**src/rtl/seg7_scan_driver.sv**
```systemverilog
// Time-multiplexed NDIG-digit seven-segment driver with frame-synchronous double
// buffering, a blank guard cycle per slot, per-digit enable, decimal points and zero blanking.
module seg7_scan_driver #(
  parameter int unsigned NDIG       = 8,
  parameter int unsigned CLK_DIV    = 1000,
  parameter bit          ACTIVE_LOW = 1'b1
) (
  input  logic                      clk,
  input  logic                      rst,
  input  logic [4*NDIG-1:0]         value,
  input  logic                      load,
  input  logic [NDIG-1:0]           dp_in,
  input  logic [NDIG-1:0]           en_mask,
  input  logic                      lz_blank,
  output logic [6:0]                seg,
  output logic                      dp,
  output logic [NDIG-1:0]           an,
  output logic [$clog2(NDIG)-1:0]   scan_idx,
  output logic                      frame_done
);

  localparam int unsigned IW = $clog2(NDIG);
  localparam int unsigned DW = $clog2(CLK_DIV);
  localparam logic [DW-1:0] DivMax = DW'(CLK_DIV - 1);
  localparam logic [IW-1:0] IdxMax = IW'(NDIG - 1);

  logic [DW-1:0]     div_q, div_d;
  logic [IW-1:0]     idx_q, idx_d;
  logic [4*NDIG-1:0] disp_q, disp_d;
  logic [4*NDIG-1:0] pend_q, pend_d;
  logic              pend_vld_q, pend_vld_d;
  logic              wrap_q, wrap_d;
  logic [6:0]        seg_q, seg_d;
  logic              dp_q, dp_d;
  logic [NDIG-1:0]   an_q, an_d;
  logic [IW-1:0]     scan_idx_q, scan_idx_d;
  logic              frame_done_q, frame_done_d;

  logic              div_wrap;
  logic              frame_wrap;
  logic [NDIG-1:0]   sup;
  logic              zero_above;
  logic [3:0]        nib;
  logic              lit;
  logic [6:0]        seg_l;
  logic              dp_l;
  logic [NDIG-1:0]   an_l;

  function automatic logic [6:0] font(input logic [3:0] n);
    case (n)
      4'h0:    font = 7'h3F;
      4'h1:    font = 7'h06;
      4'h2:    font = 7'h5B;
      4'h3:    font = 7'h4F;
      4'h4:    font = 7'h66;
      4'h5:    font = 7'h6D;
      4'h6:    font = 7'h7D;
      4'h7:    font = 7'h07;
      4'h8:    font = 7'h7F;
      4'h9:    font = 7'h6F;
      4'hA:    font = 7'h77;
      4'hB:    font = 7'h7C;
      4'hC:    font = 7'h39;
      4'hD:    font = 7'h5E;
      4'hE:    font = 7'h79;
      default: font = 7'h71;
    endcase
  endfunction

  always_comb begin
    div_wrap   = (div_q == DivMax);
    frame_wrap = div_wrap && (idx_q == IdxMax);
    div_d      = div_wrap ? '0 : div_q + 1'b1;
    idx_d      = idx_q;
    if (div_wrap) begin
      idx_d = (idx_q == IdxMax) ? '0 : idx_q + 1'b1;
    end
    wrap_d = frame_wrap;
  end

  // The displayed buffer only ever changes on the frame boundary so a frame never tears.
  always_comb begin
    pend_d     = pend_q;
    pend_vld_d = pend_vld_q;
    disp_d     = disp_q;
    if (load) begin
      pend_d     = value;
      pend_vld_d = 1'b1;
    end
    if (frame_wrap) begin
      if (load) begin
        disp_d = value;
      end else if (pend_vld_q) begin
        disp_d = pend_q;
      end
      pend_vld_d = 1'b0;
    end
  end

  // zero_above: this digit and every higher one are zero; digit 0 is always shown.
  always_comb begin
    sup        = '0;
    zero_above = 1'b1;
    for (int i = NDIG - 1; i >= 1; i--) begin
      if (disp_q[4*i +: 4] != 4'h0) begin
        zero_above = 1'b0;
      end
      sup[i] = lz_blank && zero_above;
    end
  end

  always_comb begin
    nib   = disp_q[{idx_q, 2'b00} +: 4];
    lit   = (div_q != '0) && en_mask[idx_q] && !sup[idx_q];
    seg_l = lit ? font(nib) : 7'h00;
    dp_l  = lit && dp_in[idx_q];
    an_l  = '0;
    if (lit) begin
      an_l[idx_q] = 1'b1;
    end
    seg_d        = seg_l ^ {7{ACTIVE_LOW}};
    dp_d         = dp_l ^ ACTIVE_LOW;
    an_d         = an_l ^ {NDIG{ACTIVE_LOW}};
    scan_idx_d   = idx_q;
    frame_done_d = wrap_q;
  end

  always_ff @(posedge clk) begin
    if (rst) begin
      div_q        <= '0;
      idx_q        <= '0;
      disp_q       <= '0;
      pend_q       <= '0;
      pend_vld_q   <= 1'b0;
      wrap_q       <= 1'b0;
      seg_q        <= {7{ACTIVE_LOW}};
      dp_q         <= ACTIVE_LOW;
      an_q         <= {NDIG{ACTIVE_LOW}};
      scan_idx_q   <= '0;
      frame_done_q <= 1'b0;
    end else begin
      div_q        <= div_d;
      idx_q        <= idx_d;
      disp_q       <= disp_d;
      pend_q       <= pend_d;
      pend_vld_q   <= pend_vld_d;
      wrap_q       <= wrap_d;
      seg_q        <= seg_d;
      dp_q         <= dp_d;
      an_q         <= an_d;
      scan_idx_q   <= scan_idx_d;
      frame_done_q <= frame_done_d;
    end
  end

  assign seg        = seg_q;
  assign dp         = dp_q;
  assign an         = an_q;
  assign scan_idx   = scan_idx_q;
  assign frame_done = frame_done_q;

endmodule
```
**config.mk**
```make
export PLATFORM = sky130hd
export DESIGN_NAME = seg7_scan_driver
export DESIGN_NICKNAME = d
export VERILOG_FILES = /design/src/rtl/seg7_scan_driver.sv
export SDC_FILE = /design/constraint.sdc
export NUM_CORES = 1
export LEC_CHECK = 0
export ABC_AREA = 1
export CAP_MARGIN = 30
export CELL_PAD_IN_SITES_DETAIL_PLACEMENT = 2
export CELL_PAD_IN_SITES_GLOBAL_PLACEMENT = 2
export CORE_MARGIN = 4
export CORE_UTILIZATION = 33
export DETAILED_ROUTE_END_ITERATION = 10
export PLACE_DENSITY = 0.92
export SYNTH_ARGS = -nofsm -noshare
export SYNTH_HDL_FRONTEND = slang
export SYNTH_SLANG_ARGS = --single-unit
```
**constraint.sdc**
```tcl
create_clock -name clk -period 3 [get_ports clk]
set_input_delay 0.45 -clock clk [delete_from_list [all_inputs] [get_ports clk]]
set_output_delay 0.45 -clock clk [all_outputs]
set_load 0.02 [all_outputs]
```
### Yosys cells after proc, flatten, opt, wreduce, memory -nomap -nowiden

Memories as Yosys holds them, arrays and structs flattened.
Index checks and enable logic that the tools add are counted.
W data, S select, Z words.

* equal/unequal tests: 2
* $lt $le $gt $ge: 2
* reduce and logical (&&, ||, !) cells: 25
* mux-type cells: 20
* bitwise gates (word level): 3
* shift-type cells: 1
* add/sub/neg operators: 2

Operators with widths (number)
* $mux W32: 2
* $shiftx A32 B6 Y4: 1
* $reduce_bool A4 Y1: 7
* $logic_and A1 B1 Y1: 12
* $mux W1: 11
* $add A10 B1 Y10 const B: 1
* $eq A10 B10 Y1 const B: 1
* $reduce_bool A10 Y1: 1
* $bmux W1 S3: 3
* $mux W8: 1
* $not A8 Y8: 1
* $mux W7: 1
* $not A7 Y7: 1
* $lt A3 B4 Y1 const B: 1
* $reduce_or A2 Y1: 2
* $add A3 B1 Y3 const B: 1
* $demux W1 S3: 1
* $eq A3 B3 Y1 const B: 1
* $ge A3 B1 Y1 const B: 1
* $mux W3: 1
* $reduce_and A2 Y1: 1
* $reduce_bool A2 Y1: 1
* $logic_not A1 Y1: 1
* $not A1 Y1: 1

* memories kept: 1
* register bits: 99
* bits in read-only memories: 112

Memories
* (name not given): depth 16, bits a word 7, read ports 1, clocked after Yosys merged registers in 0, wr ports 0, RTL line 50 `case (n)`

### Logic depth before layout (Yosys ltp)

Gate-level depths: netlist (run 1).

* depth in word-level cells: 15
* depth in mapped cells: 13
* depth with buffers taken out: 11

### Least setup slack after synthesis (run 1)

OpenSTA, ideal clock, no wires.

* path type: reg2reg
* start point: register idx_q[0]
* end point: register seg_q[5], in the netlist seg[5]
* buffers on the path: 3
* data arrival time: 1645 ps
* cell stages (with the launch flop): 13
* path slack: 1228 ps
* required time: 2874 ps
* path through: dfxtp_1 buf_2 buf_6 buf_6 o211ai_1 nand2_1 nor2_2 inv_1 ha_1 nand2_2 o21ai_0 nand2_1 nand3_1

* longest elaborated chain between the ends: 6
* elaborated cells on any way between the ends: 11
* classes of those cells: 1 x shift; 5 x mux; 1 x bitwise; 3 x reduce/logical; 1 x memory

Ends and longest elaborated chain
* start: declaration: RTL line 28 `logic [IW-1:0] idx_q, idx_d;`
* start signal: assignment: RTL line 143 `idx_q <= idx_d;`
* parallel branches: the longest is 4 deep, another holds $mem_v2 Z16 W7
* $mux W7 (*): RTL line 115 `seg_l = lit ? font(nib) : 7'h00;`
* $not A7 Y7 (no line) (*)
* end signal: assignment: RTL line 136 `seg_q <= {7{ACTIVE_LOW}};`
* end signal: assignment: RTL line 148 `seg_q <= seg_d;`
* end: declaration: RTL line 33 `logic [6:0] seg_q, seg_d;`

Mark *: on every way between the ends. The select of a mux whose other input is x is not followed.
A chain may end at the register's enable or synchronous reset.

### Worst setup path in the final report (run 1)

* start point: register idx_q[0]
* end point: register disp_q[0]

* longest elaborated chain between the ends: 3

Ends and longest elaborated chain
* $eq A3 B3 Y1: RTL line 72 `frame_wrap = div_wrap && (idx_q == IdxMax);`
* $logic_and A1 B1 Y1: RTL line 72
* $reduce_and A2 Y1 (no line)
* end signal: assignment: RTL line 144 `disp_q <= disp_d;`
* end: declaration: RTL line 29 `logic [4*NDIG-1:0] disp_q, disp_d;`

No other way between the ends.

==> summary.txt, run 1 <==
Run status
  – Status: finished clean

Floorplan
  – Initial Util: 0.341
  – Core area: 0.0133 mm2
  – Die area: 0.0157 mm2
  – FP Rows: 42
  – Die W: 125 um
  – Top-Level Pins: 72
  – Die Span Y: 125 um

Clocking
  – CTS resizes: 0
  – CTS Buf Count: 9
  – CTS tree: yes
  – Clk sink count: 99
  – Setup bufs post-CTS: 0
  – Clock Latency Late Sink: 0.35 ns
  – Clk slew on worst S/H paths: 0.07 ns
  – H-tree Lvls: 3
  – Hold buffers post-CTS: 0
  – CTS Root Cell: clkbuf_16
  – Longest Clk Path Bufs: 2

Min path
  – Min-Delay Endpoint: frame_done
  – WHS Path Cells: 2
  – HP Class: reg2reg
  – Hold path start: frame_done_d

Global routing
  – GRT Util Overall: 0.205
  – Global-route wire length before repair: 26,000 um
  – Largest net degree at the start of global routing: 37
  – Initial antenna violation count: 0
  – Vias in the first global route: 4,868
  – Total gr overflow: 0

Timing
  – Final setup margin: 0.457 ns
  – Clock skew: 0.00608 ns
  – Actual slew at the worst max-slew pin: 0.861 ns
  – Max-slew violations: 0
  – Period Utilization, post-route: 0.848
  – Final Hold Vio Count: 0
  – Minimum clock period: 2.54 ns
  – Post-Route Setup TNS: 0 ns
  – Unrepaired setup endpoints after global routing: no
  – Headroom to the max-slew limit: 0.425
  – Final setup viols: 0
  – Max Freq: 393 MHz

Worst setup path
  – CP Class: reg2reg
  – Worst path max stage delay: 0.89 ns
  – WP data required: 3.27 ns
  – Reg2reg end: disp_q[0]
  – Buffers & Inverters on Critical Path: 1
  – Startpoint types: register
  – Worst setup EP type: register
  – Crit path max fanout: 33
  – Cells on worst reg2reg path: 6
  – Delay-heaviest family, CP: flip-flops
  – Most common cell on crit path: ha_1
  – CP cell instances: ha_1, ha_1, inv_1, nor2_8, nand2_4, a21oi_1
  – RR Startpoint: idx_q[0]
  – Setup slack, reg-to-reg: 0.46 ns
  – CP arrival: 2.81 ns
  – Slowest CP cell: dfxtp_1

Power and ir drop
  – Leakage: 2.46 nW
  – Power Density: 509 mW/mm2
  – VDD IR max: 0.532 mV
  – Total Power: 0.00290 W

Finish
  – Final Core Density: 0.427
  – Nets: 715
  – Fillers: 1,501
  – Antenna cells: 0
  – Synthesis-to-finish area growth: 25.4%
  – Layout cell share with drive strength beyond 1: 0.0973

Route
  – Router iterations before antenna repair: 5
  – Post-route ant nets: 0
  – Detailed Route Iter0 Violations: 219
  – Routed WL: 15,800 um
  – Vias: 4,208
  – Mean routed wirelength per cell: 18.9 um
  – Routed vias/inst: 5.05
  – DRC Markers: 0

Yosys
  – Synth warn: 0
  – Flops & latches, synth: 99
  – Netlist Area Pre-Place: 0.00455 mm2
  – Post-synthesis sequential area ratio: 0.436
  – Average size of a mapped cell: 7.72 um2
  – Share of the synthesized area in the top cell type: 0.436
  – Ys flop type: dfxtp_1
  – Post-Synthesis Cells: 589
  – Synth area leader: dfxtp_1
  – Ys async rst share: 0
  – Synth area leaders: dfxtp_1 (44%), nand2_1 (10%), nand3_1 (8.8%)
  – Post-synth EDFFs: 0
  – Library cells used by synthesis: 36
  – Syn_nets: 651

Placed design
  – Final HPWL DP: 11,000 um
  – Routability cong.: 0.860
  – I/O Buffers: 71
  – DP Worst Slack: 0.508 ns

Flow run
  – MaxCap Viol Count: 0
## synthesized netlist by cell type (5+ instances only)
library cell,instances
o211ai_1,5
nor2_1,88
a21oi_2,10
dfxtp_1,99
nand2_1,124
nand3_1,80
o21ai_0,6
inv_2,10
mux2i_1,32
buf_4,5
a21oi_1,20
clkbuf_1,6
ha_1,10
inv_1,44
buf_2,7
## per-layer routing
metal	vias to the layer above	wire length (um)	track usage
met5	-	0	0
met4	0	426	0.0816
met3	28	287	0.0286
met2	61	8440	0.385
met1	2094	6600	0.233
li1	2025	-	-
## layout by cell type, fill, tap and decap left out, types with 2 or more instances in the layout
cell / n
dfxtp_1: 99
nand4_1: 4
nand2_2: 3
o211ai_1: 5
nand2_4: 2
nand3_1: 80
nor2_1: 88
bufinv_16: 2
nor2_2: 4
nor2_4: 4
nand4_2: 2
clkbuf_16: 9
o21ai_0: 6
a21oi_2: 10
inv_2: 10
buf_4: 7
mux2i_1: 32
clkdlybuf4s50_1: 70
nor3_1: 4
clkinvlp_4: 2
ha_1: 10
inv_1: 44
nor3_4: 2
a21oi_1: 20
nand2_1: 124
## worst register-to-register path, delay by kind of cell, from the launching register on
| kind | cells | cell delay, ns |
|---|---|---|
| flops | 1 | 0.89 |
| buf+inv | 1 | 0.12 |
| compound gates | 1 | 0.26 |
| simple gates | 2 | 0.73 |
| fa+ha+maj | 2 | 0.47 |
## flip-flops by register name, summed over array words and instances (netlist names)
name,count
scan_idx,3
pend_q,32
seg,7
div_q,10
disp_q,32
pend_vld_q,1
frame_done_d,1
frame_done,1
dp,1
an,8
idx_q,3
## final cells by class
class                   count  area [um2]  share of cell area
clock buffers               9         225              0.0395
repair buffers             78         758               0.133
well taps                 176         220              0.0386
clock inverters             7         100              0.0176
inverters                  55         206              0.0362
flip-flops and latches     99        1980               0.348
multi-input cells         410        2210               0.387
## cell families after synthesis
family                   share of synthesized area
AND/OR/NAND/NOR                              0.322
flip-flops                                   0.436
XOR/XNOR                                   0.00193
AO/OA/AOI/OAI                               0.0636
adder cells (fa/ha/maj)                     0.0275
buffers and inverters                       0.0787
multiplexers                                0.0705
## power by group
part	switching (W)	internal (W)
Sequential	0.0000143	0.00135
Clock	0.000552	0.000739
Combinational	0.000130	0.000115
Total	0.000695	0.00220
## how the worst max path moves through the flow
stage | slack (ns) | cells past startpoint | startpoint | endpoint
6_report | 0.46 | 6 | idx_q[0] | disp_q[0]
5_1_grt | 0.23 | 6 | idx_q[0] | disp_q[0]
4_1_cts | 0.47 | 6 | idx_q[0] | disp_q[0]
3_5_place_dp | 0.51 | 6 | idx_q[0] | disp_q[0]
3_3_place_gp | 0.68 | 11 | idx_q[0] | seg[5]
2_1_floorplan | 1.23 | 12 | idx_q[0] | seg[5]
## stage by stage
| step | instances | hold WS (ns) | area [um2] |
|---|---|---|---|
| 6_report | 834 | 0.427 | 5700 |
| 5_1_grt | 834 | 0.448 | 5700 |
| 4_1_cts | 834 | 0.430 | 5700 |
| 3_5_place_dp | 818 | 0.407 | 5370 |
| 3_3_place_gp | 818 | 0.408 | 5370 |
| 2_1_floorplan | 589 | 0.388 | 4550 |
(Power assumes the default switching activity.)
==> run 2: changes to the inputs <==
Settings changed: CORE_UTILIZATION 33 to 28, PLACE_DENSITY 0.92 to 0.84.
Clock period 3 ns to 2.3 ns, I/O delays scaled along.
==> run 2 against run 1 <==
Against the previous run:
- sequential power rose by 31%
- sequential cell count did not move
- first-iteration DRC count fell by 27%
- worst hold slack got worse by 0.0040 ns
- global-route usage fell by 3.7 points
- critical path type unchanged
==> summary.txt, run 2 (synthesis gave the netlist of run 1 again) <==
Run status
  – Status: finished clean

Finish
  – Commonest non-fill, non-tap cell in the layout: nand2_1
  – Layout cell share with drive strength beyond 1: 0.103 (+0.00577)
  – Nets: 717 (+0.28%)
  – Commonest cells after routing, fill and taps aside: nand2_1 (124), dfxtp_1 (98), nor2_1 (87)
  – Synthesis-to-finish area growth: 26.8%
  – Largest regs: disp_q: 32 flops, pend_q: 32 flops, div_q: 10 flops
  – Finished Cell Area: 0.00576 mm2 (+1.2%)
  – Antenna cells: 0 (unchanged)
  – Fillers: 1,865 (+24%)

Placed design
  – I/O Buffers: 71 (unchanged)
  – Final HPWL DP: 10,900 um (-1.3%)
  – Routability cong.: 0.819 (-4.7%)
  – Placed Area: 0.00545 mm2 (+1.4%)

Worst setup path
  – Worst path max stage delay: 0.40 ns (-0.49 ns)
  – CP arrival: 2.33 ns (-0.48 ns)
  – Startpoint types: register
  – CP Class: reg2reg
  – WP data required: 2.59 ns (-0.68 ns)
  – Cells on worst reg2reg path: 7 (+1)
  – CP cell instances: buf_12, ha_1, ha_1, inv_1, nor2_8, nand2_4, a21oi_1
  – Buffers & Inverters on Critical Path: 2 (+1)
  – Slowest CP cell: nor2_8
  – Most common cell on crit path: ha_1
  – Crit path max fanout: 34 (+3.0%)
  – Crit path depth: 7 (+1)
  – Delay-heaviest family, CP: simple AND/OR/NAND/NOR gates
  – Worst setup EP type: register

Clocking
  – Setup bufs post-CTS: 0 (unchanged)
  – Clock Latency Late Sink: 0.36 ns (about the same)
  – CTS tree: yes
  – CTS Root Cell: clkbuf_16
  – H-tree Lvls: 3 (unchanged)
  – Longest Clk Path Bufs: 2 (unchanged)
  – CTS Buf Count: 9 (unchanged)
  – Clk slew on worst S/H paths: 0.07 ns (about the same)
  – Clk sink count: 99 (unchanged)

Floorplan
  – Die area: 0.0183 mm2 (+17%)
  – Die W: 135 um (+8.0%)
  – Top-Level Pins: 72 (unchanged)
  – FP Rows: 46 (+9.5%)
  – Core area: 0.0159 mm2 (+19%)
  – Initial Util: 0.286 (-0.0544)
  – Die Span Y: 135 um (+8.0%)

Min path
  – HP Class: reg2reg
  – WHS Path Cells: 2 (unchanged)

Power and ir drop
  – Total Power: 0.00370 W (+28%)
  – VDD IR max: 0.322 mV (-39%)
  – Leakage: 2.47 nW (+0.42%)
  – Power Density: 642 mW/mm2 (+26%)

Timing
  – Minimum clock period: 2.04 ns (-0.500 ns)
  – Period Utilization, post-route: 0.889 (+0.0408)
  – Clock skew: 0.00756 ns (+0.00148 ns)
  – Final Hold Vio Count: 0 (unchanged)
  – Max-slew violations: 0 (unchanged)
  – Final setup viols: 0 (unchanged)
  – Max Freq: 489 MHz (+24%)
  – Actual slew at the worst max-slew pin: 0.547 ns (-0.314 ns)
  – Headroom to the max-slew limit: 0.632 (+0.207)
  – Unrepaired setup endpoints after global routing: no
  – Post-Route Setup TNS: 0 ns (unchanged)

Route
  – DRC Markers: 0 (unchanged)
  – Routed WL: 14,200 um (-9.8%)
  – Mean routed wirelength per cell: 16.2 um (-14%)
  – Router iterations before antenna repair: 4 (-1)
  – Vias: 4,075 (-3.2%)
  – Post-route ant nets: 0 (unchanged)
  – Routed vias/inst: 4.65 (-7.8%)
  – Detailed Route Iter0 Violations: 160 (-27%)

Global routing
  – Total gr overflow: 0 (unchanged)
  – Largest net degree at the start of global routing: 37 (unchanged)
  – GRT Util Overall: 0.168 (-0.0372)
  – Vias in the first global route: 4,629 (-4.9%)
  – Global-route wire length before repair: 24,200 um (-7.1%)
  – Initial antenna violation count: 0 (unchanged)

Flow run
  – MaxCap Viol Count: 0 (unchanged)
==> run 2: where the power goes <==
part	leakage, nW	internal [W]	switching, W
clock	0.151	0.000887	0.000721
sequential	0.807	0.00176	0.0000173
combinational	1.51	0.000154	0.000164
total	2.47	0.00280	0.000902
==> run 2: routing by layer <==
| metal | up-vias | routed length (um) | share of wire | global-route usage |
|---|---|---|---|---|
| met5 | - | 0 | 0 | 0 |
| met4 | 0 | 185 | 0.013 | 0.0465 |
| met3 | 12 | 334 | 0.023 | 0.0360 |
| met2 | 40 | 7530 | 0.53 | 0.306 |
| met1 | 1996 | 6170 | 0.43 | 0.199 |
| li1 | 2027 | - | - | - |
==> run 2: what timing repair did <==
item | 4_1_cts | 5_1_grt
setup endpoints to repair | 0 | 2
gates resized for setup | 0 | 2
hold buffers | 0 | 0
==> run 2: final timing paths <==
check / from / end / slack, ns
worst min-delay path: frame_done_d / frame_done / 0.42
worst max-delay path: idx_q[0] / disp_q[7] / 0.26
worst min register to register: frame_done_d / frame_done / 0.42
worst max register to register: idx_q[0] / disp_q[7] / 0.26
==> run 2: area by class of cell <==
| class | instances | area (um2) | area share |
|---|---|---|---|
| multi-input cells | 410 | 2210 | 0.383 |
| flip-flops and latches | 99 | 1980 | 0.344 |
| clock buffers | 10 | 239 | 0.0415 |
| well taps | 216 | 270 | 0.0469 |
| repair buffers | 80 | 786 | 0.136 |
| inverters | 55 | 206 | 0.0358 |
| clock inverters | 6 | 71.3 | 0.0124 |
==> run 2: tightest hold or removal path, stage by stage (launching register included) <==
cell and delay (ns):
dfxtp_1 0.30, inv_1 0.05, nor2_1 0.03
==> run 2: per-stage QoR <==
step,setup WS [ns],instances,utilization,hold WS (ns)
after floorplan,0.528,589,-,0.388
after global placement,0.375,860,0.343,0.412
after detailed placement,0.293,860,0.343,0.419
after CTS,0.200,876,0.363,0.431
after global routing,0.0384,876,0.363,0.463
final,0.256,876,0.363,0.423
==> run 3: changes to the inputs <==
==> constraint.sdc (replaced) <==
create_clock -name clk -period 2.3 [get_ports clk]
set_input_delay 0.23 -clock clk [delete_from_list [all_inputs] [get_ports clk]]
set_output_delay 0.23 -clock clk [all_outputs]
set_load 0.02 [all_outputs]
==> run 3 against run 2 <==
Against the previous run:
- first-iteration DRC count unchanged
- fmax about the same
- worst setup slack improved by 0.0014 ns
==> summary.txt, run 3 (synthesis gave the netlist of run 1 again) <==
Worst setup path
  – CP arrival: 2.27 ns (-0.06 ns)
  – Startpoint types: register
  – CP Class: reg2reg
  – Slowest CP cell: dfxtp_1
  – CP cell instances: nor2_2, o211ai_1, nand2_1, nor2_2, inv_1, ha_1, nand2_2, o21ai_0, nand2_1, nand3_1
  – RR Startpoint: idx_q[1]
  – Worst setup EP type: register
  – Crit path max fanout: 9 (-74%)
  – Setup slack, reg-to-reg: 0.26 ns (about the same)
  – WP data required: 2.53 ns (-0.06 ns)
  – Worst path max stage delay: 0.51 ns (+0.11 ns)
  – Worst setup path start: idx_q[1]

Placed design
  – Final HPWL DP: 10,800 um (-0.73%)
  – Post-placement cell count: 860 (unchanged)
  – I/O Buffers: 71 (unchanged)
  – Routability cong.: 0.829 (+1.2%)

Timing
  – Post-Route Setup TNS: 0 ns (unchanged)
  – Worst hold slack: 0.419 ns (-0.00395 ns)
  – Unrepaired setup endpoints after global routing: no
  – Clock skew: 0.00816 ns (+0.000600 ns)
  – Final setup viols: 0 (unchanged)
  – Actual slew at the worst max-slew pin: 0.521 ns (-0.0262 ns)
  – Max-slew violations: 0 (unchanged)
  – Period Utilization, post-route: 0.888 (about the same)
  – Headroom to the max-slew limit: 0.653 (+0.0208)
  – Max Freq: 490 MHz (about the same)
  – Minimum clock period: 2.04 ns (-0.00139 ns)
  – Final Hold Vio Count: 0 (unchanged)

Floorplan
  – Core area: 0.0159 mm2 (unchanged)
  – Die Span Y: 135 um (unchanged)
  – FP Rows: 46 (unchanged)
  – Die area: 0.0183 mm2 (unchanged)
  – Top-Level Pins: 72 (unchanged)
  – Initial Util: 0.286 (unchanged)
  – Die W: 135 um (unchanged)

Clocking
  – Clk sink count: 99 (unchanged)
  – Setup bufs post-CTS: 0 (unchanged)
  – Hold buffers post-CTS: 0 (unchanged)
  – Clock Latency Late Sink: 0.35 ns (about the same)
  – CTS tree: yes
  – Clk slew on worst S/H paths: 0.07 ns (about the same)
  – CTS Root Cell: clkbuf_16
  – CTS resizes: 0 (unchanged)
  – H-tree Lvls: 3 (unchanged)
  – CTS Buf Count: 9 (unchanged)
  – Longest Clk Path Bufs: 2 (unchanged)

Finish
  – Final Core Density: 0.363 (about the same)
  – Synthesis-to-finish area growth: 26.9% (about the same)
  – Commonest cells after routing, fill and taps aside: nand2_1 (124), dfxtp_1 (98), nor2_1 (87)
  – Nets: 717 (unchanged)
  – Layout cell share with drive strength beyond 1: 0.100 (-0.00273)
  – Commonest non-fill, non-tap cell in the layout: nand2_1
  – Layout Cells excl Fill: 874 (-0.23%)
  – Antenna cells: 0 (unchanged)
  – Largest regs: disp_q: 32 flops, pend_q: 32 flops, div_q: 10 flops

Global routing
  – Global-route wire length before repair: 23,800 um (-1.8%)
  – Vias in the first global route: 4,672 (+0.93%)
  – Total gr overflow: 0 (unchanged)
  – GRT Util Overall: 0.163 (-0.00519)
  – Initial antenna violation count: 0 (unchanged)
  – Largest net degree at the start of global routing: 37 (unchanged)

Route
  – Post-route ant nets: 0 (unchanged)
  – Vias: 4,149 (+1.8%)
  – Routed vias/inst: 4.75 (+2.0%)
  – DRC Markers: 0 (unchanged)
  – Mean routed wirelength per cell: 16.3 um (+0.40%)
  – Detailed Route Iter0 Violations: 160 (unchanged)
  – Routed WL: 14,200 um (+0.17%)
  – Router iterations before antenna repair: 4 (unchanged)

Power and ir drop
  – Power Density: 628 mW/mm2 (-2.3%)
  – VDD IR max: 0.308 mV (-4.5%)
  – Leakage: 2.47 nW (about the same)

Min path
  – Hold path start: frame_done_d
  – HP Class: reg2reg

Flow run
  – MaxCap Viol Count: 0 (unchanged)

Run status
  – Status: finished clean
## run 3: changes by cell type in the layout (fill, tap and decap cells not counted), sizes merged
cell,delta
inv,-2
## run 3: final cells by class
| cell class | instances | area (um2) |
|---|---|---|
| clock buffer | 10 | 239 |
| clock inverter | 4 | 51.3 |
| sequential | 99 | 1980 |
| timing repair buffer | 80 | 811 |
| tap | 216 | 270 |
| inverter | 55 | 206 |
| fill | 1854 | 10100 |
| multi-input combinational | 410 | 2210 |
## run 3: worst paths after layout
check	to	cells past startpoint
worst min-delay path	frame_done	2
worst min register to register	frame_done	2
worst max register to register	seg[5]	10
worst max-delay path	seg[5]	10
## run 3: routing by layer
layer | routed length, um | global-route usage | vias to the layer above
li1 | - | - | 2024
met1 | 6220 | 0.194 | 2073
met2 | 7520 | 0.301 | 37
met3 | 300 | 0.0234 | 15
met4 | 203 | 0.0515 | 0
met5 | 0 | 0 | -
## run 3: where the power goes
part	switching (W)	internal (W)	leakage, nW	total [W]
Combinational	0.000161	0.000155	1.52	0.000316
Sequential	0.0000167	0.00176	0.807	0.00178
Clock	0.000665	0.000863	0.141	0.00153
Total	0.000843	0.00278	2.47	0.00362
## run 3: metrics by stage
stage | total power, W | setup slack, ns | area [um2]
2_1_floorplan | 0.00197 | 0.528 | 4550
3_3_place_gp | 0.00212 | 0.379 | 5480
3_5_place_dp | 0.00214 | 0.178 | 5480
4_1_cts | 0.00368 | 0.0708 | 5770
5_1_grt | 0.00376 | 0.0836 | 5770
6_report | 0.00362 | 0.258 | 5770
## run 3: critical path, delay by kind of cell (launching register included)
kind | cells | cell delay [ns]
AND/OR/NAND/NOR | 6 | 0.80
flip-flops | 1 | 0.51
AO/OA/AOI/OAI | 2 | 0.26
adder cells (fa/ha/maj) | 1 | 0.23
buffers and inverters | 1 | 0.14
